`src/rtl/synth_scaler.sv`:
```
// synth_scaler: converts signed synth samples into OUT_W-bit offset-binary codes
// for the audio sampler. It applies volume attenuation and mute, and buffers the
// results in a 2-entry FIFO. The FIFO absorbs the sampler's sparse ready pulses.
// Optional build macro: SYNTH_SCALER_FADE_EN. When it is defined, the applied
// shift moves one step toward `volume` per accepted sample instead of jumping.
`timescale 1ns/1ps

module synth_scaler #(
    parameter int IN_W  = 14,
    parameter int OUT_W = 10
) (
    input  logic                   clk,
    input  logic                   rst,
    input  logic signed [IN_W-1:0] in_sample,
    input  logic                   in_valid,
    output logic                   in_ready,
    input  logic [2:0]             volume,
    input  logic                   mute,
    output logic [OUT_W-1:0]       out_code,
    output logic                   out_valid,
    input  logic                   out_ready
);

    // Midscale code (offset-binary zero), e.g. 512 at 10 bits.
    localparam logic [OUT_W-1:0] MID_CODE = {1'b1, {(OUT_W-1){1'b0}}};

    logic [2:0]       cur_shift;
    logic [OUT_W-1:0] conv_code;
    logic             push;
    logic             pop;

    logic [OUT_W-1:0] mem [2];
    logic             wr_ptr;
    logic             rd_ptr;
    logic [1:0]       count;
    logic [OUT_W-1:0] last_code;

    assign push = in_valid && in_ready;
    assign pop  = out_valid && out_ready;

`ifdef SYNTH_SCALER_FADE_EN
    logic [2:0] fade_shift;

    // Step the applied shift one notch toward volume after each accepted sample.
    always_ff @(posedge clk) begin
        // NOTE: sequential state uses non-blocking assignments so that every
        // register in the block sees the pre-edge values of the others.
        if (rst) begin
            fade_shift <= 3'd0;
        end else if (push) begin
            if (fade_shift < volume)
                fade_shift <= fade_shift + 3'd1;
            else if (fade_shift > volume)
                fade_shift <= fade_shift - 3'd1;
        end
    end

    // The sample accepted this cycle uses the pre-update fade value.
    assign cur_shift = fade_shift;
`else
    // Without fade the volume is applied directly on the accept cycle.
    assign cur_shift = volume;
`endif

    // Attenuate, keep the top OUT_W bits, and flip the sign bit to get offset binary.
    always_comb begin
        // NOTE: every always_comb output gets a value on every path; otherwise
        // a latch is inferred.
        conv_code = MID_CODE;
        if (!mute)
            conv_code = OUT_W'((in_sample >>> cur_shift) >>> (IN_W - OUT_W)) ^ MID_CODE;
    end

    // FIFO storage, pointers, occupancy, and the hold value shown while empty.
    always_ff @(posedge clk) begin
        if (rst) begin
            // NOTE: the storage is reset on purpose. Both entries must read
            // midscale after reset, so this small array stays in flops.
            mem[0]    <= MID_CODE;
            mem[1]    <= MID_CODE;
            wr_ptr    <= 1'b0;
            rd_ptr    <= 1'b0;
            count     <= 2'd0;
            last_code <= MID_CODE;
        end else begin
            if (push) begin
                mem[wr_ptr] <= conv_code;
                wr_ptr      <= ~wr_ptr;
            end
            if (pop) begin
                last_code <= mem[rd_ptr];
                rd_ptr    <= ~rd_ptr;
            end
            case ({push, pop})
                2'b10:   count <= count + 2'd1;
                2'b01:   count <= count - 2'd1;
                default: count <= count;
            endcase
        end
    end

    // Handshake and head presentation. in_ready is low throughout reset and
    // whenever the FIFO is full, so push and pop can never coincide at count 2.
    assign in_ready  = !rst && (count != 2'd2);
    assign out_valid = (count != 2'd0);
    assign out_code  = (count == 2'd0) ? last_code : mem[rd_ptr];

endmodule
```
`config.mk`:
```
export PLATFORM = sky130hd
export DESIGN_NAME = synth_scaler
export DESIGN_NICKNAME = d
export VERILOG_FILES = /design/src/rtl/synth_scaler.sv
export SDC_FILE = /design/constraint.sdc
export NUM_CORES = 1
export LEC_CHECK = 0
export CAP_MARGIN = 10
export CORE_ASPECT_RATIO = 1.2
export CORE_MARGIN = 3
export CORE_UTILIZATION = 56
export CTS_CLUSTER_SIZE = 8
export DETAILED_ROUTE_END_ITERATION = 7
export HOLD_SLACK_MARGIN = 0.08
export PLACE_DENSITY = 0.85
export RECOVER_POWER = 25
export SLEW_MARGIN = 10
export SYNTH_ARGS = -nofsm -noshare
export SYNTH_HDL_FRONTEND = slang
export SYNTH_SLANG_ARGS = --single-unit
```
`constraint.sdc`:
```
create_clock -name clk -period 5.4 [get_ports clk]
set_input_delay 1.08 -clock clk [delete_from_list [all_inputs] [get_ports clk]]
set_output_delay 1.08 -clock clk [all_outputs]
set_load 0.01 [all_outputs]
```
==> flow_summary.json, run 1 <==
{
  "p_int_uw": 703,
  "clockBufferDepth": 2,
  "cts-buffers-inserted": 5,
  "fillerInstances": 228,
  "max_slew.worst_pin.slew_ns": 0.709,
  "clkPwrFrac_pct": 22.1,
  "core-area_um2": 3110,
  "slew_viol_final": 0,
  "powerDensity_nw_per_um2": 469,
  "cts_sinks": 35,
  "syn_area_um2": 1860,
  "synth_most_common_cell": "nor2_1",
  "pre_cts_ws_ns": 1.77,
  "arrival_ns": 3.12,
  "slew_headroom_pct": 52.7,
  "vias": 1428,
  "fin_tns_setup_ns": 0,
  "grt_pass1_vias": 1416,
  "ctsHoldBuffers": 0,
  "hold_viol": 0,
  "slowest_stage": "clkbuf_1",
  "htree_levels": 2,
  "crit_required_ns": 4.32,
  "grt_overflow": 0,
  "grt.total_usage_pct": 19.9,
  "finalCritPeriodShare_pct": 77.9,
  "switchingPower_uw": 347,
  "cts-root-buf": "clkbuf_4",
  "finalSetupViolations": 0,
  "comb_power_share_pct": 43.0,
  "ys.flop_type": "edfxtp_1",
  "drc": 0,
  "drt_iter0_markers": 81,
  "maxCapViolCount": 0,
  "rsz0062_at_grt": "false",
  "hpwl_um": 2770,
  "cts_setup_buffers": 0,
  "ys_ff_latch": 35,
  "synth_nets": 200,
  "fp.dieH_um": 69.1,
  "grt_max_degree": 23,
  "rows": 22,
  "hold_class": "reg2reg",
  "path_class": "in2out",
  "pwr-share-seq_pct": 34.9,
  "synth_area_leader_cell": "edfxtp_1",
  "syn_avg_cell_area_um2": 10.5,
  "worst_slack_ns": 1.20,
  "cts-resized-gates": 0,
  "cp.buffers_inverters": 4,
  "drt_first_pass_iters": 4,
  "end_kind": "primary output",
  "clk_pin_slew_ns": 0.10,
  "area_delta_synth_final_pct": 20.6,
  "synth_edf_count": 20,
  "critPathMaxFanout": 15,
  "crit_chain": "dlygate4sd3_1 -> clkbuf_1 -> inv_1 -> and2_1 -> clkdlybuf4s50_1",
  "status": "finished, final reports clean",
  "io_pins": 34,
  "io_buffers": 29,
  "chipWidth_um": 58.6,
  "multi_input_area_um2": 876,
  "fmax_ghz": 0.238,
  "synth_top_area_share_pct": 32.3,
  "antennaDiodeCount": 0,
  "synth-seq-area-share_pct": 48.5,
  "dieArea_um2": 4050,
  "drtAntennaViolNets": 0,
  "ff_latch_area_um2": 901,
  "slowest_delay_ns": 0.53,
  "clock_latency_ns": 0.33,
  "power.static_leakage_nw": 0.790,
  "synth_area_leaders": "edfxtp_1 (32%), dfxtp_1 (16%), mux2i_1 (9.7%)",
  "ir_worst_vdd_v": 0.000378,
  "totalWireLength_um": 3640,
  "wl_per_cell_um": 15.0,
  "switching_share_pct": 33.0,
  "async_flop_share_pct": 0,
  "synth_commonest_cells": "nor2_1 (37), edfxtp_1 (20), mux2i_1 (18), dfxtp_1 (15), a21oi_1 (14)",
  "cp-start-kind": "input pin",
  "antenna_found_initial": 0,
  "netlist_instances": 177,
  "viasPerCell": 5.90,
  "fin_skew_ns": 0.00746,
  "gp_congestion": 0.769,
  "tritoncts": "done",
  "fin_nets": 228,
  "utilization_pct": 72.0,
  "critPathTopFamily": "buffers and inverters",
  "fin_crit_ns": 4.20,
  "layout-drive-gt1-share_pct": 10.7,
  "holdWs_ns": 0.513,
  "ys_types": 42,
  "yosys_warnings": 0,
  "grt_pass1_wl_um": 6240,
  "start_util_pct": 59.7
}
logic make-up (layout without fill, tap and decap cells):
logic type,Yosys count,count (layout),share of synthesized area [%]
muxes,25,25,16.0
AOI/OAI and AO/OA,36,36,12.9
adders and majority gates,1,1,0.674
buffers and inverters,13,42,4.31
and+or+nand+nor,64,64,16.2
DFF,35,35,48.5
xor gates and xnor gates,3,3,1.42
per-stage QoR:
step	power, mW	instance area (um2)	cells
floorplan	0.632	1860	177
global placement	0.798	2140	234
detailed placement	0.820	2140	234
CTS	1.05	2240	242
global route	1.11	2240	242
finish	1.05	2240	242
placed cells by master, fill, tap and decap left out, types with 2 or more instances in the layout:
cell type,instances
o21ai_0,4
nand2_1,3
clkdlybuf4s50_1,27
mux4_2,2
mux2i_1,18
nor2_1,37
xnor2_1,2
or2_2,2
a21oi_1,14
dlygate4sd3_1,2
nor3_1,6
a211oi_1,9
inv_1,3
nand4_1,3
clkbuf_4,5
bufinv_16,2
mux2_2,4
nor2b_1,2
nand2b_1,2
dfxtp_1,15
edfxtp_1,20
cell type report:
cell class | instances | share of cell area (%)
Sequential cell | 35 | 40.2
Multi-Input combinational cell | 129 | 39.1
Clock buffer | 5 | 1.68
Clock inverter | 3 | 3.02
Tap cell | 36 | 2.01
Inverter | 3 | 0.503
Timing Repair Buffer | 31 | 13.5
worst paths after layout:
check	startpoint	end	slack [ns]	depth (start not counted)
setup reg to reg	count[1]$_SDFFE_PP0P_	count[1]$_SDFFE_PP0P_	3.37	4
hold / removal	last_code[4]$_SDFFE_PP0P_	last_code[4]$_SDFFE_PP0P_	0.51	2
setup / recovery	rst	in_ready	1.20	5
hold reg to reg	last_code[4]$_SDFFE_PP0P_	last_code[4]$_SDFFE_PP0P_	0.51	2
flip-flops by register name (all words and copies together), names as in the netlist, named ones only:
name	flops
count	2
last_code	10
mem	20
rd_ptr	1
wr_ptr	1
power by group through the flow:
stage	Combinational (mW)	Sequential [mW]	Clock [mW]
floorplan	0.279	0.354	0
global placement	0.429	0.369	0
detailed placement	0.448	0.372	0
CTS	0.452	0.367	0.234
global route	0.494	0.373	0.248
finish	0.451	0.367	0.232
worst reg2reg max path, cell delays in order (launching register included):
cell and delay, ns:
dfxtp_1 0.41, o21a_1 0.62, ha_1 0.40, or3_1 0.37, a21oi_1 0.16
metal layers:
layer  part of all wire [%]  GRT usage, %
met1                     39          22.0
met2                     53          34.2
met3                    4.6          3.18
met4                    2.7          12.4
met5                      0             0
Power figures use the tool's default switching activity.
==> run 2: changes to the inputs <==
--- a/config.mk
+++ b/config.mk
@@ -8,11 +8,11 @@
 export CAP_MARGIN = 10
 export CORE_ASPECT_RATIO = 1.2
 export CORE_MARGIN = 3
-export CORE_UTILIZATION = 56
+export CORE_UTILIZATION = 47
 export CTS_CLUSTER_SIZE = 8
 export DETAILED_ROUTE_END_ITERATION = 7
 export HOLD_SLACK_MARGIN = 0.08
-export PLACE_DENSITY = 0.85
+export PLACE_DENSITY = 0.76
 export RECOVER_POWER = 25
 export SLEW_MARGIN = 10
 export SYNTH_ARGS = -nofsm -noshare
==> constraint.sdc (replaced) <==
create_clock -name clk -period 3.7 [get_ports clk]
set_input_delay 0.74 -clock clk [delete_from_list [all_inputs] [get_ports clk]]
set_output_delay 0.74 -clock clk [all_outputs]
set_load 0.01 [all_outputs]
==> run 2 against run 1 <==
Compared with the run above:
- sequential cell count stayed put
- first-iteration DRC count grew 15%
- critical path depth fell by 1
- utilization fell by 11 points
- hold slack got worse by 0.0096 ns
==> flow_summary.json, run 2 (synthesis gave the netlist of run 1 again) <==
{
  "status": "finished, final reports clean",
  "fin_tns_setup_ns": 0,
  "chipWidth_um": 63.4,
  "antenna_found_initial": 0,
  "cts-buffers-inserted": 5,
  "top_usage_layer": "met2",
  "holdWs_ns": 0.504,
  "end_kind": "primary output",
  "final_cell_mix": "nor2_1 (37), clkdlybuf4s50_1 (27), edfxtp_1 (20), mux2i_1 (18), dfxtp_1 (15)",
  "finalCritPeriodShare_pct": 80.2,
  "layout-drive-gt1-share_pct": 10.1,
  "dp.cells": 251,
  "ctsHoldBuffers": 0,
  "powerDensity_nw_per_um2": 671,
  "fin_crit_ns": 2.97,
  "rows": 24,
  "start_util_pct": 49.9,
  "viasPerCell": 5.51,
  "slew_viol_final": 0,
  "tritoncts": "done",
  "core-area_um2": 3720,
  "cts_setup_buffers": 0,
  "crit_required_ns": 2.96,
  "final_cells": 259,
  "placed_area_um2": 2170,
  "rr_startpoint": "count[0]$_SDFFE_PP0P_",
  "drc": 0,
  "final_area_um2": 2270,
  "htree_levels": 2,
  "hold_viol": 0,
  "reg_top3": "mem x20, last_code x10, count x2",
  "clk_pin_slew_ns": 0.07,
  "grt_overflow": 0,
  "fin_skew_ns": 0.00526,
  "antennaDiodeCount": 0,
  "use_met1_pct": 17.7,
  "finalSetupViolations": 0,
  "cts-root-buf": "clkbuf_8",
  "drt_iter0_markers": 93,
  "grt_pass1_vias": 1284,
  "drtAntennaViolNets": 0,
  "power.static_leakage_nw": 0.796,
  "cp-start-kind": "input pin",
  "max_slew.worst_pin.slew_ns": 0.906,
  "clock_latency_ns": 0.29,
  "largest_reg_flops": 20,
  "reg2reg_to": "count[1]$_SDFFE_PP0P_",
  "clockBufferDepth": 2,
  "final_common_cell": "nor2_1",
  "grt_max_degree": 23,
  "totalWireLength_um": 3560,
  "ff2ff_path_depth": 5,
  "globalRouteMet2Util_pct": 28.7,
  "vias": 1426,
  "ir_worst_vdd_v": 0.000195,
  "whs_path_depth": 2,
  "arrival_ns": 2.23,
  "io_pins": 34,
  "gp_congestion": 0.906,
  "wl_per_cell_um": 13.8,
  "fp.dieH_um": 74.9,
  "grt.total_usage_pct": 16.3,
  "cts-resized-gates": 0,
  "path_class": "in2out",
  "regMostFlops": "mem",
  "endpoint": "in_ready",
  "rsz0062_at_grt": "false",
  "dieArea_um2": 4740,
  "p_int_mw": 1.02,
  "cts_sinks": 35,
  "hpwl_um": 2690,
  "utilization_pct": 61.0,
  "switching_share_pct": 33.1,
  "critPathMaxFanout": 9,
  "fmax_ghz": 0.337,
  "grt_use_met3_pct": 4.63,
  "fin_nets": 229,
  "drt_first_pass_iters": 5,
  "io_buffers": 29,
  "area_delta_synth_final_pct": 22.2,
  "slew_headroom_pct": 39.6,
  "clkPwrFrac_pct": 22.3,
  "hold_class": "reg2reg",
  "pwr-share-seq_pct": 35.1,
  "critPathLaunch": "rst",
  "maxCapViolCount": 0,
  "switchingPower_uw": 505,
  "grt_pass1_wl_um": 5910,
  "comb_power_share_pct": 42.6,
  "reg2reg_slack_ns": 1.51
}
## run 2: per-layer routing
| layer | wire length, um | part of all wire, % |
|---|---|---|
| met3 | 189 | 5.3 |
| met2 | 1800 | 51 |
| met5 | 0 | 0 |
| met1 | 1490 | 42 |
| met4 | 85 | 2.4 |
## run 2: worst max-delay path, stage by stage
cell and delay (ns):
dlygate4sd3_1 0.56, inv_1 0.23, and2_1 0.17, clkdlybuf4s50_1 0.53
## run 2: through the flow
step                setup slack (ns)  power (mW)
global route                   0.668        1.61
finish                         0.734        1.52
CTS                            0.859        1.54
floorplan                       1.50       0.923
detailed placement             0.865        1.20
global placement               0.890        1.17
## run 2: power by group through the flow
stage	Combinational, mW	Clock (mW)	Sequential, mW
after floorplan	0.406	0	0.516
after global placement	0.635	0	0.539
after detailed placement	0.655	0	0.544
after CTS	0.658	0.346	0.535
after global routing	0.705	0.358	0.545
final	0.650	0.339	0.535
## run 2: cell type report
type / count / area, um2
tap: 52 / 65.1
multi-input combinational: 129 / 876
timing repair buffer: 32 / 305
inverter: 3 / 11.3
sequential: 35 / 901
clock buffer: 5 / 68.8
fill: 343 / 1450
clock inverter: 3 / 42.5
## run 2: how the worst min path moves through the flow
stage	start	endpoint
6_report	last_code[3]$_SDFFE_PP0P_	last_code[3]$_SDFFE_PP0P_
3_3_place_gp	last_code[8]$_SDFFE_PP0P_	last_code[8]$_SDFFE_PP0P_
4_1_cts	last_code[7]$_SDFFE_PP0P_	last_code[7]$_SDFFE_PP0P_
5_1_grt	last_code[5]$_SDFFE_PP0P_	last_code[5]$_SDFFE_PP0P_
2_1_floorplan	last_code[4]$_SDFFE_PP0P_	last_code[4]$_SDFFE_PP0P_
3_5_place_dp	last_code[7]$_SDFFE_PP0P_	last_code[7]$_SDFFE_PP0P_
==> run 3: changes to the inputs <==
--- a/config.mk
+++ b/config.mk
@@ -8,11 +8,11 @@
 export CAP_MARGIN = 10
 export CORE_ASPECT_RATIO = 1.2
 export CORE_MARGIN = 3
-export CORE_UTILIZATION = 47
+export CORE_UTILIZATION = 52
 export CTS_CLUSTER_SIZE = 8
 export DETAILED_ROUTE_END_ITERATION = 7
 export HOLD_SLACK_MARGIN = 0.08
-export PLACE_DENSITY = 0.76
+export PLACE_DENSITY = 0.79
 export RECOVER_POWER = 25
 export SLEW_MARGIN = 10
 export SYNTH_ARGS = -nofsm -noshare
==> constraint.sdc (replaced) <==
create_clock -name clk -period 3 [get_ports clk]
set_input_delay 0.6 -clock clk [delete_from_list [all_inputs] [get_ports clk]]
set_output_delay 0.6 -clock clk [all_outputs]
set_load 0.01 [all_outputs]
==> run 3 against run 2 <==
Compared with the run above:
- power up 19%
- register-to-register slack worse by 0.32 ns
- die area down 8.8%
- via count down 1.4%
- largest cell class unchanged
==> flow_summary.json, run 3 (synthesis gave the netlist of run 1 again) <==
{
  "reg2reg_slack_ns": 1.19,
  "totalWireLength_um": 3660,
  "power.static_leakage_nw": 0.788,
  "multi_input_area_um2": 876,
  "crit_required_ns": 2.40,
  "rsz0062_at_grt": "false",
  "pre_cts_ws_ns": 0.450,
  "grt_max_degree": 22,
  "path_class": "in2out",
  "power_mw": 1.81,
  "chipWidth_um": 60.6,
  "slew_viol_final": 0,
  "holdWs_ns": 0.504,
  "fin_skew_ns": 0.00375,
  "largest_reg_flops": 20,
  "reg2reg_to": "mem[1][3]$_SDFFCE_PN0P_",
  "cts_sinks": 35,
  "powerDensity_nw_per_um2": 808,
  "status": "finished, final reports clean",
  "slowest_stage": "dlygate4sd3_1",
  "io_pins": 34,
  "cp.buffers_inverters": 3,
  "critPathMaxFanout": 9,
  "area_delta_synth_final_pct": 20.7,
  "viasPerCell": 5.74,
  "gp_congestion": 0.789,
  "layout-drive-gt1-share_pct": 11.1,
  "ir_worst_vdd_v": 0.000297,
  "max_slew.worst_pin.slew_ns": 0.815,
  "crit_chain": "dlygate4sd3_1 -> inv_1 -> and2_1 -> clkdlybuf4s50_1",
  "hold_class": "reg2reg",
  "clk_pin_slew_ns": 0.07,
  "rows": 23,
  "cts-root-buf": "clkbuf_8",
  "drt_first_pass_iters": 4,
  "arrival_ns": 2.11,
  "htree_levels": 2,
  "fin_tns_setup_ns": 0,
  "clock_latency_ns": 0.29,
  "cts-resized-gates": 0,
  "antenna_found_initial": 0,
  "grt_pass1_wl_um": 6470,
  "fillerInstances": 281,
  "io_buffers": 29,
  "finalSetupViolations": 0,
  "rr_startpoint": "count[0]$_SDFFE_PP0P_",
  "fmax_ghz": 0.369,
  "min_from": "last_code[7]$_SDFFE_PP0P_",
  "slowest_delay_ns": 0.56,
  "final_cell_mix": "nor2_1 (37), clkdlybuf4s50_1 (27), edfxtp_1 (20), mux2i_1 (18), dfxtp_1 (15)",
  "vias": 1406,
  "grt_pass1_vias": 1425,
  "hpwl_um": 2850,
  "whs_path_depth": 2,
  "grt.total_usage_pct": 20.4,
  "ff_latch_area_um2": 901,
  "core-area_um2": 3400,
  "drt_iter0_markers": 60,
  "wl_per_cell_um": 14.9,
  "critPathTopFamily": "buffers and inverters",
  "hold_viol": 0,
  "drc": 0,
  "cp-start-kind": "input pin",
  "end_kind": "primary output",
  "ctsHoldBuffers": 0,
  "fp.dieH_um": 71.5,
  "tritoncts": "done",
  "holdPathEnd": "last_code[7]$_SDFFE_PP0P_",
  "ff2ff_path_depth": 4,
  "regMostFlops": "mem",
  "finalCritPeriodShare_pct": 90.4,
  "slew_headroom_pct": 45.7,
  "antennaDiodeCount": 0,
  "dieArea_um2": 4330,
  "final_common_cell": "nor2_1",
  "final_cells": 245,
  "cts_setup_buffers": 0,
  "drtAntennaViolNets": 0,
  "grt_overflow": 0,
  "fin_nets": 230,
  "start_util_pct": 54.7,
  "dp.cells": 237,
  "maxCapViolCount": 0,
  "cts-buffers-inserted": 5,
  "fin_crit_ns": 2.71,
  "clockBufferDepth": 2,
  "critPathLaunch": "rst",
  "worst_slack_ns": 0.287,
  "reg_top3": "mem x20, last_code x10, count x2"
}
run 3: where the power goes:
group          switching (mW)  leakage, nW  internal, mW  total, mW
Clock                   0.180       0.0443         0.166      0.345
Combinational           0.386        0.418         0.416      0.803
Sequential             0.0694        0.326         0.593      0.663
Total                   0.635        0.788          1.18       1.81
run 3: area by class of cell:
class	count	share of cell area, %
clock buffers	5	3.07
clock inverters	3	1.12
inverters	3	0.503
multi-input cells	129	39.1
flip-flops and latches	35	40.2
well taps	37	2.07
repair buffers	33	14.0
run 3: worst register-to-register path: stages (launching register included):
cell	delay [ns]
dfxtp_1	0.43
nand2b_2	0.22
nand3_1	0.17
o21ai_0	0.18
clkbuf_1	0.45
run 3: metrics by stage:
stage                     util [%]  instance area [um2]
final                         66.0                 2240
after detailed placement      63.4                 2150
after global placement        63.4                 2150
after global routing          66.0                 2240
after floorplan                  -                 1860
after CTS                     66.2                 2250
run 3: how the worst max path moves through the flow:
stage          slack [ns]                       to  depth (start not counted)
2_1_floorplan        0.94  mem[1][0]$_SDFFCE_PN0P_                          3
3_3_place_gp         0.50                 in_ready                          4
3_5_place_dp         0.45                 in_ready                          4
4_1_cts              0.42                 in_ready                          4
5_1_grt              0.25                 in_ready                          4
6_report             0.29                 in_ready                          4
run 3: per-layer routing:
layer | routed length, um | part of all wire (%) | vias to the layer above | GRT usage, %
li1 | - | - | 716 | -
met1 | 1430 | 39 | 644 | 21.2
met2 | 1950 | 53 | 39 | 35.7
met3 | 176 | 4.8 | 7 | 4.68
met4 | 102 | 2.8 | 0 | 12.5
met5 | 0 | 0 | - | 0
